### src/rtl/pwm_cfg_sequencer.sv
// Start/stop and configuration sequencer for the PWM up/down counter; new settings reach the counter only on a wrap.
// Optional feature: define PWM_SEQ_WRAP_IRQ_EN to get a one-cycle wrap_irq pulse per detected wrap.
module pwm_cfg_sequencer #(
    parameter int CNT_W = 16,
    parameter int PRE_W = 8
) (
    input  logic             clk,
    input  logic             rst,
    input  logic             start,
    input  logic             stop,
    input  logic             cfg_valid,
    output logic             cfg_ready,
    input  logic [CNT_W-1:0] cfg_period,
    input  logic [PRE_W-1:0] cfg_prescale,
    input  logic             cfg_upnotdown,
    input  logic [CNT_W-1:0] count_val,
    output logic             cnt_en,
    output logic             cnt_reset,
    output logic [CNT_W-1:0] cnt_period,
    output logic [PRE_W-1:0] cnt_prescale,
    output logic             cnt_upnotdown,
    output logic             busy,
    output logic             commit_pulse,
    output logic             wrap_irq
);

    typedef enum logic [2:0] {
        ST_IDLE  = 3'd0,
        ST_LOAD  = 3'd1,
        ST_RUN   = 3'd2,
        ST_DRAIN = 3'd3,
        ST_HALT  = 3'd4
    } state_t;

    state_t           state_q, state_d;
    logic [CNT_W-1:0] count_q, count_d;
    logic [CNT_W-1:0] shd_period_q, shd_period_d;
    logic [PRE_W-1:0] shd_prescale_q, shd_prescale_d;
    logic             shd_up_q, shd_up_d;
    logic             pending_q, pending_d;
    logic             cnt_en_q, cnt_en_d;
    logic             cnt_reset_q, cnt_reset_d;
    logic [CNT_W-1:0] cnt_period_q, cnt_period_d;
    logic [PRE_W-1:0] cnt_prescale_q, cnt_prescale_d;
    logic             cnt_upnotdown_q, cnt_upnotdown_d;
    logic             cfg_ready_q, cfg_ready_d;
    logic             busy_q, busy_d;
    logic             commit_pulse_q, commit_pulse_d;

    logic [CNT_W-1:0] wrap_target_s;
    logic             counting_s;
    logic             wrap_s;
    logic             accept_s;

    // A wrap is the counter arriving at its start value: 0 when counting up, the period when counting down.
    assign counting_s    = (state_q == ST_RUN) || (state_q == ST_DRAIN);
    assign wrap_target_s = cnt_upnotdown_q ? {CNT_W{1'b0}} : cnt_period_q;
    assign wrap_s        = counting_s && (count_val != count_q) && (count_val == wrap_target_s);
    assign accept_s      = cfg_valid && cfg_ready_q;

    // Next-state, shadow/active configuration and registered output decode.
    always_comb begin
        state_d         = state_q;
        shd_period_d    = shd_period_q;
        shd_prescale_d  = shd_prescale_q;
        shd_up_d        = shd_up_q;
        pending_d       = pending_q;
        cnt_period_d    = cnt_period_q;
        cnt_prescale_d  = cnt_prescale_q;
        cnt_upnotdown_d = cnt_upnotdown_q;
        commit_pulse_d  = 1'b0;
        count_d         = (state_q == ST_LOAD) ? {CNT_W{1'b0}} : count_val;

        // Commit uses the shadow as it stood before this cycle's write, so a same-cycle write waits a wrap.
        if (wrap_s && pending_q) begin
            cnt_period_d    = shd_period_q;
            cnt_prescale_d  = shd_prescale_q;
            cnt_upnotdown_d = shd_up_q;
            pending_d       = 1'b0;
            commit_pulse_d  = 1'b1;
        end else begin
            commit_pulse_d  = 1'b0;
        end

        case (state_q)
            ST_IDLE: begin
                if (accept_s) begin
                    cnt_period_d    = cfg_period;
                    cnt_prescale_d  = cfg_prescale;
                    cnt_upnotdown_d = cfg_upnotdown;
                end else begin
                    pending_d = pending_q;
                end
                state_d = start ? ST_LOAD : ST_IDLE;
            end
            ST_LOAD: begin
                state_d = ST_RUN;
            end
            ST_RUN: begin
                if (accept_s) begin
                    shd_period_d   = cfg_period;
                    shd_prescale_d = cfg_prescale;
                    shd_up_d       = cfg_upnotdown;
                    pending_d      = 1'b1;
                end else begin
                    shd_period_d = shd_period_q;
                end
                state_d = stop ? ST_DRAIN : ST_RUN;
            end
            ST_DRAIN: begin
                state_d = wrap_s ? ST_HALT : ST_DRAIN;
            end
            ST_HALT: begin
                state_d = ST_IDLE;
            end
            default: begin
                state_d = ST_IDLE;
            end
        endcase

        cnt_en_d    = (state_d == ST_RUN) || (state_d == ST_DRAIN);
        cnt_reset_d = (state_d == ST_LOAD) || (state_d == ST_HALT);
        busy_d      = (state_d != ST_IDLE);
        case (state_d)
            ST_IDLE: cfg_ready_d = 1'b1;
            ST_RUN:  cfg_ready_d = !pending_d;
            default: cfg_ready_d = 1'b0;
        endcase
    end

    // State, configuration and output registers.
    always_ff @(posedge clk) begin
        if (rst) begin
            state_q         <= ST_IDLE;
            count_q         <= {CNT_W{1'b0}};
            shd_period_q    <= {CNT_W{1'b0}};
            shd_prescale_q  <= {PRE_W{1'b0}};
            shd_up_q        <= 1'b0;
            pending_q       <= 1'b0;
            cnt_en_q        <= 1'b0;
            cnt_reset_q     <= 1'b0;
            cnt_period_q    <= {CNT_W{1'b0}};
            cnt_prescale_q  <= {PRE_W{1'b0}};
            cnt_upnotdown_q <= 1'b1;
            cfg_ready_q     <= 1'b0;
            busy_q          <= 1'b0;
            commit_pulse_q  <= 1'b0;
        end else begin
            state_q         <= state_d;
            count_q         <= count_d;
            shd_period_q    <= shd_period_d;
            shd_prescale_q  <= shd_prescale_d;
            shd_up_q        <= shd_up_d;
            pending_q       <= pending_d;
            cnt_en_q        <= cnt_en_d;
            cnt_reset_q     <= cnt_reset_d;
            cnt_period_q    <= cnt_period_d;
            cnt_prescale_q  <= cnt_prescale_d;
            cnt_upnotdown_q <= cnt_upnotdown_d;
            cfg_ready_q     <= cfg_ready_d;
            busy_q          <= busy_d;
            commit_pulse_q  <= commit_pulse_d;
        end
    end

    assign cnt_en        = cnt_en_q;
    assign cnt_reset     = cnt_reset_q;
    assign cnt_period    = cnt_period_q;
    assign cnt_prescale  = cnt_prescale_q;
    assign cnt_upnotdown = cnt_upnotdown_q;
    assign cfg_ready     = cfg_ready_q;
    assign busy          = busy_q;
    assign commit_pulse  = commit_pulse_q;

`ifdef PWM_SEQ_WRAP_IRQ_EN
    logic wrap_irq_q, wrap_irq_d;

    assign wrap_irq_d = wrap_s;

    // One-cycle wrap interrupt, one cycle after the wrap is seen.
    always_ff @(posedge clk) begin
        if (rst) begin
            wrap_irq_q <= 1'b0;
        end else begin
            wrap_irq_q <= wrap_irq_d;
        end
    end

    assign wrap_irq = wrap_irq_q;
`else
    assign wrap_irq = 1'b0;
`endif

endmodule
### config.mk
export PLATFORM = sky130hd
export DESIGN_NAME = pwm_cfg_sequencer
export DESIGN_NICKNAME = d
export VERILOG_FILES = /design/src/rtl/pwm_cfg_sequencer.sv
export SDC_FILE = /design/constraint.sdc
export NUM_CORES = 1
export LEC_CHECK = 0
export CELL_PAD_IN_SITES_DETAIL_PLACEMENT = 1
export CELL_PAD_IN_SITES_GLOBAL_PLACEMENT = 1
export CORE_MARGIN = 2
export CORE_UTILIZATION = 39
export DETAILED_ROUTE_END_ITERATION = 16
export PLACE_DENSITY_LB_ADDON = 0.1
export RECOVER_POWER = 25
export SYNTH_ARGS = -nofsm -noshare
export SYNTH_HDL_FRONTEND = slang
export SYNTH_SLANG_ARGS = --single-unit
### constraint.sdc
create_clock -name clk -period 2.3 [get_ports clk]
set_clock_uncertainty 0.2 [all_clocks]
set_input_delay 0.46 -clock clk [delete_from_list [all_inputs] [get_ports clk]]
set_output_delay 0.46 -clock clk [all_outputs]
set_load 0.02 [all_outputs]
Yosys cells after proc, flatten, opt, wreduce, memory -nomap -nowiden. Index checks and enable logic that the tools add are counted.

Register bits after elaboration: 75. Input bits: 46. Output and inout bits: 31. Logic and storage cells: 56.

Equal/unequal tests: 9. Muxes and demuxes: 20. Reductions and logical operators: 13.

Operators with widths (count): 16-bit 2-to-1 mux (4); 8-bit 2-to-1 mux (3); 16-bit == test (1); 16-bit != test (1); 3-bit by 2-bit == test with 1-bit output, second input constant (4); 3-bit one-hot mux with 4 select lines (1); 1-bit 2-to-1 mux (9); 3-bit by 1-bit == test with 1-bit output, second input constant (2); 3-bit logical NOT (2); 1-bit logical AND (4); 1-bit one-hot mux with 2 select lines (2); 3-bit == test, second input constant (1); 1-bit logical OR (3); 3-bit 2-to-1 mux (1); 3-bit nonzero test (1); 2-bit AND reduction (1); 2-bit OR reduction (1); 1-bit logical NOT (1).

Logic depth before layout (Yosys ltp). Gate-level depths: netlist (run 1).

Depth in word-level cells: 10. Depth in mapped cells: 9.

Worst setup path before layout (run 1). Ideal clock, no wire load.

Path type: reg2reg. Start: reg cnt_upnotdown_q, in the netlist cnt_upnotdown. End: reg cnt_period_q[0], in the netlist cnt_period[0]. Data arrival time: 1.743 ns. Data required time: 1.974 ns. Setup slack: 0.231 ns. Cell stages (with the launch flop): 9. Period minus slack after synthesis: 2.069 ns. Cell sequence: dfxtp_1 > buf_6 > buf_6 > nor2_1 > o32ai_2 > nand4_4 > buf_4 > o31ai_2 > nand3_1.

Cells in the longest elaborated chain, start to end: 7.

Ends and longest elaborated chain: start: declaration (RTL line 45) `logic cnt_upnotdown_q, cnt_upnotdown_d;`; start signal: assignment (RTL line 159) `cnt_upnotdown_q <= cnt_upnotdown_d;`; 16-bit 2-to-1 mux (*) (RTL line 57) `assign wrap_target_s = cnt_upnotdown_q ? {CNT_W{1'b0}} : cnt_period_q;`; 16-bit == test (*) (RTL line 58) `assign wrap_s = counting_s && (count_val != count_q) && (count_val == wrap_target_s);`; 1-bit logical AND (*) (RTL line 58); 1-bit logical AND (*) (RTL line 75) `if (wrap_s && pending_q) begin`; 16-bit 2-to-1 mux (*) (RTL line 75); 16-bit 2-to-1 mux (RTL line 87) `if (accept_s) begin`; 16-bit 2-to-1 mux (*) (RTL line 85) `case (state_q)`; end signal: assignment (RTL line 142) `cnt_period_q <= {CNT_W{1'b0}};`; end signal: assignment (RTL line 157) `cnt_period_q <= cnt_period_d;`; end: declaration (RTL line 43) `logic [CNT_W-1:0] cnt_period_q, cnt_period_d;`.

Mark *: on every way between the ends. The rest lies on a longest branch, timed or not. A chain may end at the register's enable or synchronous reset.

Final worst setup path (run 1).
Start: in count_val[5]. End: reg cnt_period_q[7], in the netlist cnt_period[7].

Cells in the longest elaborated chain, start to end: 7.

Ends and longest elaborated chain: start: declaration (RTL line 16) `input logic [CNT_W-1:0] count_val,`; 16-bit != test (RTL line 58); 1-bit logical AND (RTL line 58); 1-bit logical AND (*) (RTL line 58); 1-bit logical AND (*) (RTL line 75); 16-bit 2-to-1 mux (*) (RTL line 75); 16-bit 2-to-1 mux (RTL line 87); 16-bit 2-to-1 mux (*) (RTL line 85).

Marked as above.

==> results of run 1 <==
## area by class of cell
| class | count | share of cell area (%) |
|---|---|---|
| Tap cell | 133 | 2.86 |
| Inverter | 3 | 0.194 |
| Sequential cell | 75 | 25.9 |
| Multi-Input combinational cell | 348 | 42.4 |
| Clock inverter | 6 | 1.12 |
| Timing Repair Buffer | 137 | 25.2 |
| Clock buffer | 10 | 2.37 |
## what timing repair did
item	in CTS	in global routing
endpoints found under the setup margin	34	33
hold endpoints to repair	0	0
pin swaps	3	12
resized for setup	12	45
buffers inserted	1	7
cloned	0	6
## report_power, final
part / total, mW / internal [mW] / leakage [nW] / switching, mW
Clock: 1.08 / 0.531 / 0.102 / 0.547
Combinational: 0.549 / 0.257 / 1.41 / 0.293
Sequential: 1.41 / 1.35 / 0.612 / 0.0509
Total: 3.03 / 2.14 / 2.13 / 0.891
## final timing paths
path | start | slack (ps) | cells after the start | to
setup reg to reg | cnt_upnotdown | 30 | 8 | cnt_period[7]
hold reg to reg | shd_period_q[15] | 260 | 2 | shd_period_q[15]
setup / recovery | count_val[5] | -7 | 10 | cnt_period[7]
hold / removal | count_val[15] | 220 | 2 | count_q[15]
## synthesized netlist by cell type, drive strengths merged
| master | number | area share [%] |
|---|---|---|
| nor3 | 3 | 0.38 |
| nor3b | 49 | 9.4 |
| dfxtp | 75 | 38 |
| nor2 | 17 | 1.6 |
| inv | 2 | 0.19 |
| conb | 1 | 0.094 |
| nand3 | 27 | 3.5 |
| nand4 | 28 | 4.8 |
| nor2b | 2 | 0.31 |
| clkbuf | 20 | 1.9 |
| nand2 | 79 | 7.4 |
| nor4b | 3 | 0.82 |
| a2111oi | 1 | 0.38 |
| clkinv | 1 | 0.094 |
| a32oi | 3 | 0.85 |
| a31oi | 4 | 0.63 |
| and2 | 16 | 2.5 |
| nor4 | 9 | 1.7 |
| a211oi | 1 | 0.31 |
| and3 | 2 | 0.44 |
| a41o | 1 | 0.25 |
| o21ai | 6 | 0.75 |
| xor2 | 16 | 3.5 |
| nor4bb | 4 | 1.0 |
| and4 | 2 | 0.50 |
| nand4b | 1 | 0.22 |
| a21oi | 28 | 3.5 |
| nand2b | 8 | 1.3 |
| xnor2 | 6 | 1.3 |
| buf | 23 | 4.1 |
| o31ai | 25 | 7.1 |
| o32ai | 4 | 1.3 |
| a22oi | 1 | 0.19 |
## metrics by stage
stage | utilization (%) | instance area (µm²)
6_report | 58.9 | 5810
3_5_place_dp | 52.3 | 5160
3_3_place_gp | 52.3 | 5160
5_1_grt | 58.9 | 5810
4_1_cts | 54.9 | 5420
2_1_floorplan | - | 3980
## state kept, by name (all words and copies together), names as in the netlist, 3 cells and up
signal          count
state_q             3
shd_period_q       16
count_q            16
cnt_period         16
cnt_prescale        8
shd_prescale_q      8
## logic make-up after synthesis
family,after synthesis,synth area share [%]
simple gates,250,35.9
xor+xnor,22,4.84
other cells,1,0.0941
flops,75,37.7
compound gates,74,15.2
buf+inv,46,6.28
## cell usage in the layout, fill, tap and decap left out, types with 13 or more instances in the layout
master,count
dfxtp_1,74
nor3b_1,48
dlymetal6s2s_1,13
clkdlybuf4s50_1,57
buf_4,40
nand2_1,79
nand4_1,27
a21oi_1,28
nand3_1,25
o31ai_2,23
and2_1,16
nor2_1,17
## worst reg2reg max path, delay by kind of cell, from the launching register on
family,cells,cell delay (ps)
AND/OR/NAND/NOR,3,600
buffers and inverters,2,390
AO/OA/AOI/OAI,3,600
flip-flops,1,360
## layer usage
metal	track usage, %	vias to the layer above	wire length (µm)	part of all wire, %
met5	0	-	0	0
met4	6.67	0	318	2.2
met3	3.37	23	533	3.7
met2	41.3	103	7300	51
met1	29.6	1934	6100	43
li1	-	1877	-	-
==> flow_summary.yaml, run 1 <==
run_status:
  status: "finished, violations left"
  failed_checks: "negative setup slack"
timing:
  whs_ps: 225
  period_share_pct: 100
  slew_viol_final: 0
  max_freq_mhz: 434
  final.setup.tns_ps: -6.76
  slew_headroom_pct: 31.4
  post-route-min-period_ps: 2310
  worst_pin_slew_ps: 1030
  hold_violations: 0
  setup_viol: 1
  setup_ws_ps: -6.76
place:
  pre_cts_slack_ps: -505
  place_hpwl_um: 8680
  placed_cells: 682
  routabilityCongestion: 0.789
  portBuffers: 75
critical_path:
  crit_path_max_fanout: 5
  cp-end-kind: "flop"
  startpoint_type: "primary input"
  slowest_stage: "dlygate4sd2_1"
  required_ps: 2340
  crit_path_max_incr_delay_ps: 370
  critPathTopFamily: "buffers and inverters"
  cp_num_buf_inv: 4
  crit_chain: "dlygate4sd2_1 -> xor2_1 -> nor4_4 -> nand4_1 -> buf_4 -> nand4_4 -> buf_6 -> buf_12 -> o31ai_2 -> nand3_1"
  cp.arrival_ps: 2340
  crit_type: "primary input to flop"
grt:
  antenna_found_initial: 0
  grt_pass1_vias: 3987
  grt_max_degree: 61
  grt_overflow: 0
  grt_usage_pct: 23.4
  grt_pass1_wl_um: 20600
floorplanning:
  die_w_um: 105
  io_pins: 77
  die_area_um2: 11000
  start_util_pct: 40.4
  coreArea_um2: 9860
  die_h_um: 105
  rows: 36
detailed_routing:
  routedWlPerCell_um: 20.0
  drt_pass1_iterations: 4
  drc: 0
  final_antenna_net_count: 0
  dr_total_vias: 3937
  drt_wl_total_um: 14200
  viasPerCell: 5.53
  initialDrtViolationCount: 180
yosys:
  syn-cell-area_um2: 3980
  ys_types: 46
  syn_area_per_cell_um2: 8.51
  yosys_warnings: 0
  synth_nets: 514
  ys_seq_area_share_pct: 37.7
  postSynthCellCount: 468
  synth_seq_cells: 75
final_layout:
  num-fill-cells: 1101
  diodes: 0
  fin_cells: 712
  drive_above_1_share_pct: 23.5
  seqCellArea_um2: 1500
  areaGrowthSynthToFinish_pct: 45.9
  multi_input_area_um2: 2470
  finalNetCount: 620
pwr:
  finalPower_mw: 3.03
  powerDensity_nw_per_um2: 522
  ir_worst_vdd_uv: 276
  leakagePower_nw: 2.13
clock_tree:
  h-tree-depth: 3
  clock_sinks: 75
  hold_buffers: 0
  cts_buffers: 9
  ctsRootBufferMaster: "clkbuf_8"
  clock_latency_ps: 360
  cts_tree: "yes"
  cts_buffer_depth: 2
  path_clk_slew_ps: 90
hold_path:
  hold_class: "primary input to flop"
flow_run:
  cap_violations: 0
(Power assumes the default switching activity.)
==> run 2, diff against run 1 <==
--- a/config.mk
+++ b/config.mk
@@ -5,6 +5,7 @@
 export SDC_FILE = /design/constraint.sdc
 export NUM_CORES = 1
 export LEC_CHECK = 0
+export CAP_MARGIN = 20
 export CELL_PAD_IN_SITES_DETAIL_PLACEMENT = 1
 export CELL_PAD_IN_SITES_GLOBAL_PLACEMENT = 1
 export CORE_MARGIN = 2
==> results of run 2 <==
The final DEF is identical to that of run 1; final timing and power are the same.
